File: src/rtl/loop_update_sched_pkg.sv
// rtl/loop_update_sched_pkg.sv - shared config record and loop-update payload type
package loop_update_sched_pkg;

    typedef struct packed {
        int unsigned INSTR_PER_FETCH;
        int unsigned NR_COMMIT_PORTS;
    } user_cfg_t;

    typedef struct packed {
        int unsigned INSTR_PER_FETCH;
        int unsigned NR_COMMIT_PORTS;
    } cfg_t;

    localparam user_cfg_t TestCfg = '{INSTR_PER_FETCH: 4, NR_COMMIT_PORTS: 2};

    function automatic cfg_t build_config(user_cfg_t user_cfg);
        cfg_t cfg;
        cfg.INSTR_PER_FETCH = user_cfg.INSTR_PER_FETCH;
        cfg.NR_COMMIT_PORTS = user_cfg.NR_COMMIT_PORTS;
        return cfg;
    endfunction

    typedef struct packed {
        logic [31:0] pc;
        logic        taken;
    } loop_upd_t;

endpackage

File: src/rtl/loop_upd_compact.sv
// rtl/loop_upd_compact.sv - prefix count of qualifying lanes into dense slot offsets
module loop_upd_compact #(
    parameter int unsigned NUM_LANES = 4,
    parameter int unsigned CNT_W     = $clog2(NUM_LANES + 1)
) (
    input  logic [NUM_LANES-1:0]            qual,
    output logic [NUM_LANES-1:0][CNT_W-1:0] offset,
    output logic [CNT_W-1:0]                total
);

    logic [CNT_W-1:0] run;

    // Each lane lands after all older qualifying lanes, so skipped lanes leave no holes.
    always_comb begin
        run    = '0;
        offset = '0;
        for (int i = 0; i < NUM_LANES; i++) begin
            offset[i] = run;
            run       = run + CNT_W'(qual[i]);
        end
        total = run;
    end

endmodule

File: src/rtl/loop_update_sched.sv
// rtl/loop_update_sched.sv - compacting queue of resolved conditional branches feeding the loop predictor
module loop_update_sched
    import loop_update_sched_pkg::*;
#(
    parameter cfg_t        Cfg       = build_config(TestCfg),
    parameter int unsigned NUM_LANES = Cfg.INSTR_PER_FETCH,
    parameter int unsigned DEPTH     = 8,
    localparam int unsigned PTR_W    = $clog2(DEPTH),
    localparam int unsigned OCC_W    = PTR_W + 1
) (
    input  logic                       clk_i,
    input  logic                       rst_ni,
    input  logic [NUM_LANES-1:0]       commit_valid_i,
    input  logic [NUM_LANES-1:0][31:0] commit_pc_i,
    input  logic [NUM_LANES-1:0]       commit_is_cond_i,
    input  logic [NUM_LANES-1:0]       commit_taken_i,
    output logic                       commit_ready_o,
    input  logic                       flush_i,
    output logic                       update_valid_o,
    output logic [31:0]                update_pc_o,
    output logic                       update_is_cond_o,
    output logic                       update_taken_o,
    output logic [OCC_W-1:0]           occupancy_o
);

    localparam int unsigned CNT_W = $clog2(NUM_LANES + 1);

    loop_upd_t                          mem [DEPTH];
    logic [PTR_W-1:0]                   wr_ptr;
    logic [PTR_W-1:0]                   rd_ptr;
    logic [OCC_W-1:0]                   count;
    logic [NUM_LANES-1:0]               qual;
    logic [NUM_LANES-1:0][CNT_W-1:0]    offset;
    logic [CNT_W-1:0]                   push_cnt;
    logic                               pop;
    loop_upd_t                          head;

    // A whole group is accepted or dropped, so space for every lane is required up front.
    assign commit_ready_o = (OCC_W'(DEPTH) - count) >= OCC_W'(NUM_LANES);
    assign qual           = commit_valid_i & commit_is_cond_i & {NUM_LANES{commit_ready_o}};
    assign pop            = (count != '0);
    assign head           = mem[rd_ptr];

    assign update_valid_o   = pop;
    assign update_is_cond_o = pop;
    assign update_pc_o      = pop ? head.pc : 32'd0;
    assign update_taken_o   = pop ? head.taken : 1'b0;
    assign occupancy_o      = count;

    loop_upd_compact #(
        .NUM_LANES (NUM_LANES),
        .CNT_W     (CNT_W)
    ) u_compact (
        .qual   (qual),
        .offset (offset),
        .total  (push_cnt)
    );

    always_ff @(posedge clk_i or negedge rst_ni) begin
        if (!rst_ni) begin
            wr_ptr <= '0;
            rd_ptr <= '0;
            count  <= '0;
        end else if (flush_i) begin
            wr_ptr <= '0;
            rd_ptr <= '0;
            count  <= '0;
        end else begin
            wr_ptr <= wr_ptr + PTR_W'(push_cnt);
            rd_ptr <= rd_ptr + PTR_W'(pop);
            count  <= count + OCC_W'(push_cnt) - OCC_W'(pop);
        end
    end

    // Payload needs no reset: count gates every observable read.
    always_ff @(posedge clk_i) begin
        if (!flush_i) begin
            for (int i = 0; i < NUM_LANES; i++) begin
                if (qual[i]) begin
                    mem[wr_ptr + PTR_W'(offset[i])] <= '{pc: commit_pc_i[i], taken: commit_taken_i[i]};
                end
            end
        end
    end

endmodule

File: config.mk
export PLATFORM = sky130hd
export DESIGN_NAME = loop_update_sched
export DESIGN_NICKNAME = d
export VERILOG_FILES = /design/src/rtl/loop_update_sched_pkg.sv /design/src/rtl/loop_upd_compact.sv /design/src/rtl/loop_update_sched.sv
export SDC_FILE = /design/constraint.sdc
export NUM_CORES = 1
export LEC_CHECK = 0
export CAP_MARGIN = 20
export CORE_MARGIN = 3
export CORE_UTILIZATION = 35
export CTS_BUF_LIST = sky130_fd_sc_hd__clkbuf_4 sky130_fd_sc_hd__clkbuf_8
export CTS_CLUSTER_DIAMETER = 60
export DETAILED_ROUTE_END_ITERATION = 8
export PLACE_DENSITY = 0.53
export SYNTH_ARGS = -nofsm -noshare
export SYNTH_HDL_FRONTEND = slang
export SYNTH_HIERARCHICAL = 1
export SYNTH_SLANG_ARGS = --single-unit
File: constraint.sdc
create_clock -name clk_i -period 14.9 [get_ports clk_i]
set_clock_uncertainty 0.15 [all_clocks]
set_input_delay 2.98 -clock clk_i [delete_from_list [all_inputs] [get_ports clk_i]]
set_output_delay 2.98 -clock clk_i [all_outputs]
set_load 0.1 [all_outputs]
# ---- Yosys cells after proc, flatten, opt, wreduce, memory -nomap -nowiden
# Memory sizes are Yosys's and may differ from the RTL's.
# Index checks and enable logic that the tools add are counted.
dict set report word_totals {
  mem_bits_ro 0
  inputBits 143
  latchBits 0
  output_inout_bits 40
  reg_bits 10
  word_cells 36
  ram_bits 264
  mem_count 1
}
dict set report classes {
  order_cmp 1
  n_bitwise 2
  reduce_logical 1
  n_mux 17
  n_eq_ne 0
  shift 0
  div_mod_pow 0
  addsub 11
  mul 0
}
# name words width read_ports rd_clocked_by_memory_dff wr line_no
set memory_table {}
lappend memory_table {mem 8 33 1 0 4 loop_update_sched.sv:28} ;# loop_upd_t mem [DEPTH];
# cell count
set op_table {}
lappend op_table {{two-way mux 32 bit} 1}
lappend op_table {{two-way mux 1 bit} 13}
lappend op_table {{adder 3 x 1 -> 3 bit} 4}
lappend op_table {{adder 3 bit} 3}
lappend op_table {{bitwise AND 4 bit} 2}
lappend op_table {{two-way mux 3 bit} 2}
lappend op_table {{adder 4 x 3 -> 4 bit} 1}
lappend op_table {{>= comparator 4 x 3 -> 1 bit (second input constant)} 1}
lappend op_table {{two-way mux 4 bit} 1}
lappend op_table {{nonzero test 4 bit} 1}
lappend op_table {{subtractor 4 x 1 -> 4 bit} 1}
lappend op_table {{subtractor 4 bit (first input constant)} 1}
lappend op_table {{adder 1 x 1 -> 2 bit} 1}

# ---- Longest topological paths before layout
dict set report logic_depth {
  depth_word 9
  mapped_depth 23
  ltp_nobuf 19
}

# ---- By module
# The synthesis kept the hierarchy.
# module seq_area_each_um2 n_inst area_each_um2 cells_each
set modules_own_cells {}
lappend modules_own_cells {loop_update_sched 8177.8 1 20193.1 2123}
lappend modules_own_cells {loop_upd_compact 0.0 1 183.9 24}

# ---- Worst setup path after synthesis
# Ideal clock, no wire load.
dict set report synth_timing {
  path_type {in2reg}
  from {in commit_valid_i[0]}
  to {mem mem[3][0] (netlist bit) (enable)}
  stages 14
  t_required_ns 14.084
  path_buffers 2
  t_arrival_ns 6.387
  path_slack_ns 7.697
  path_cell_list {nand2_1 > nor2_1 > inv_1 > fa_1 > inv_1 > ha_1 > inv_1 > fa_1 > xnor3_1 > nand2b_1 > or2_2 > buf_4 > clkbuf_1 > o2111ai_1}
}
# item line_no
set synth_rtl {}
lappend synth_rtl {{start, declared} loop_update_sched.sv:13} ;# input logic [NUM_LANES-1:0] commit_valid_i,
lappend synth_rtl {{end, declared} loop_update_sched.sv:28}

==> impl_metrics.ini <==
[status]
outcome = completed

[sta]
max-slew-margin-rel_pct = 21.8
finalSetupViolations = 0
clock.fmax_mhz = 130
layout_setup_ws_ps = 7220
hold_violations = 0
slew_violations = 0
post-route-period-util_pct = 51.6
worst_pin_slew_ps = 1170
holdWs_ps = 517
period_minus_slack_ps = 7680
rsz0062_at_grt = no
fin_setup_tns_ps = 0

[grt]
grt_pass1_vias = 19400
grt_start_max_net_pins = 117
antenna_found_initial = 1
overflow = 0
grt_pass1_wl_um = 128000
grt_usage_pct = 28.1

[clocking]
cts_root_buf = clkbuf_8
insertion_delay_ps = 650
clkSinkCount = 274
clkTransAtPathRegs_ps = 50
cts_buffers = 52
cts_tree = built
cts_buffer_depth = 3
postCtsSetupBuffers = 0
htreeDepth = 2
cts_resized = 0
cts_hold_buffers = 0

[route]
antenna_left = 0
drc_errors = 0
viasPerCell = 6.57
routedWlPerCell_um = 29.5
first_iter_violations = 2383
wirelength_um = 87400
dr.pass1.iters = 6
num_vias = 19400

[floorplan]
ios = 183
die_area_um2 = 61200
die_y_um = 247
die_w_um = 247
initial_core_util_pct = 35.7
rows = 87
core_area_um2 = 57000

[setup_path]
cp_max_fo = 34
critPathKind = in -> reg
crit_path_end_kind = register
worstPathArrival_ps = 7820
max_stage_delay_ps = 1010
worstPathCellList = clkdlybuf4s50_1 -> nand2_1 -> nor2_1 -> inv_1 -> fa_1 -> inv_1 -> ha_1 -> inv_1 -> fa_1 -> nor2_1 -> o2111ai_1 -> or3b_2 -> nand4_1 -> buf_4
slowest_stage = or3b_2
startpoint_type = input pin
cpMostUsedCell = inv_1
crit_required_ps = 15040

[cells_and_area]
fin_cells = 2957
final_util_pct = 41.4
final_cell_mix = 381 x o21ai_0, 264 x edfxtp_1, 208 x nand2_1, 182 x clkdlybuf4s50_1, 110 x o21a_1
area_growth_pct = 15.9
drive_gt1_share_pct = 12.9
fillers = 5504
final_nets = 2329
final_common_cell = o21ai_0

[synthesis]
synth.distinct_cells = 57
synth-edff-count = 264
synth_ff_type = edfxtp_1
synthCells = 2147
avgSynthCellArea_um2 = 9.49
synth_seq_cells = 274
syn_area_um2 = 20400
ys_warn_count = 6
synth_sequential_area_ratio_pct = 40.1
ys_async_sr_fraction_pct = 3.65

[worst_hold_path]
worstHoldPathType = reg -> reg

[placement]
hpwl_um = 51700
pre_cts_ws_ps = 6570
port_buffers = 182
dp_cells = 2860
gp_congestion = 0.827

[power_and_ir_drop]
power_density_nw_per_um2 = 175
leakage_uw = 0.00773
vdd_ir_drop_max_mv = 0.172

[flow_run]
drv_cap = 0
-- metrics by stage --
step	total power (uW)	area [um2]
2_1_floorplan	2670	20400
3_3_place_gp	3350	22500
3_5_place_dp	3370	22500
4_1_cts	4120	23500
5_1_grt	4300	23600
6_report	4130	23600
-- power breakdown --
part / internal [uW] / switching (uW)
logic: 652 / 1600
clock network: 387 / 363
registers: 1030 / 102
total: 2070 / 2070
-- worst max-delay path: cells and delay by family --
family,cells,cell delay [ps]
simple gates,5,2090
buf+inv,5,1180
compound gates,1,430
fa+ha+maj,3,1140
-- routing by layer --
layer	part of all wire, %	up-vias	GRT usage, %
met3	9.9	281	4.90
met2	46	1308	46.0
met4	4.9	0	13.8
met1	39	9553	35.9
met5	0	-	0
li1	-	8289	-
-- area by class of cell --
cell class	instances	area [um2]	share of cell area, %
antenna	1	2.50	0.0106
clock buffer	62	797	3.37
clock inverter	30	185	0.784
inverter	95	357	1.51
multi-input combinational	1503	10800	45.9
sequential	274	8190	34.7
tap	756	946	4.00
timing repair buffer	236	2310	9.77
-- kinds of logic (layout without fill, tap and decap cells) --
group | count (synthesis) | count (layout) | share of synthesized area [%]
AOI/OAI and AO/OA | 1012 | 1012 | 33.0
xor gates and xnor gates | 15 | 15 | 0.780
DFF | 274 | 274 | 40.1
buffers and inverters | 375 | 423 | 7.84
adders and majority gates | 24 | 24 | 1.77
other | 1 | 7 | 0.0184
and+or+nand+nor | 347 | 347 | 7.58
muxes | 99 | 99 | 8.92
-- flip-flops by register name (all words and copies together) (netlist names) --
name,cells
wr_ptr,3
rd_ptr,3
occupancy_o,4
mem,264
-- Yosys cell counts (10+ instances only) --
library cell  instances  area (um2)
o21ai_0             381        1910
inv_1                95         357
o21a_1              110         826
nor2_1               53         199
o21ai_1              60         300
or3_1                14        87.6
buf_2                50         250
clkbuf_1            165         619
edfxtp_1            264        7930
mux2i_1              33         330
mux4_2               66        1490
o311ai_0             56         490
buf_4                16         120
nand3_1              15        75.1
a21oi_1              87         435
a22o_1              109         955
buf_1                40         150
o211ai_1             43         323
ha_1                 16         200
a211oi_1             87         653
dfrtp_1              10         250
nand2_1             210         788
o311a_1              18         180
o221a_2              42         473
nor2b_1              10        62.6
-- worst paths after layout --
check                                    start             end  slack (ps)  depth (start not counted)
hold / removal                  occupancy_o[0]  occupancy_o[0]         520                          2
setup / recovery           commit_is_cond_i[0]      mem[6][28]        7220                         14
hold reg to reg                 occupancy_o[0]  occupancy_o[0]         520                          2
setup reg to reg                occupancy_o[3]      mem[6][28]        8330                         15
min in group asynchronous               rst_ni       wr_ptr[1]        2500                          1
max in group asynchronous               rst_ni       rd_ptr[0]       11760                          1
Note: power is estimated with default switching activity, not from simulation.
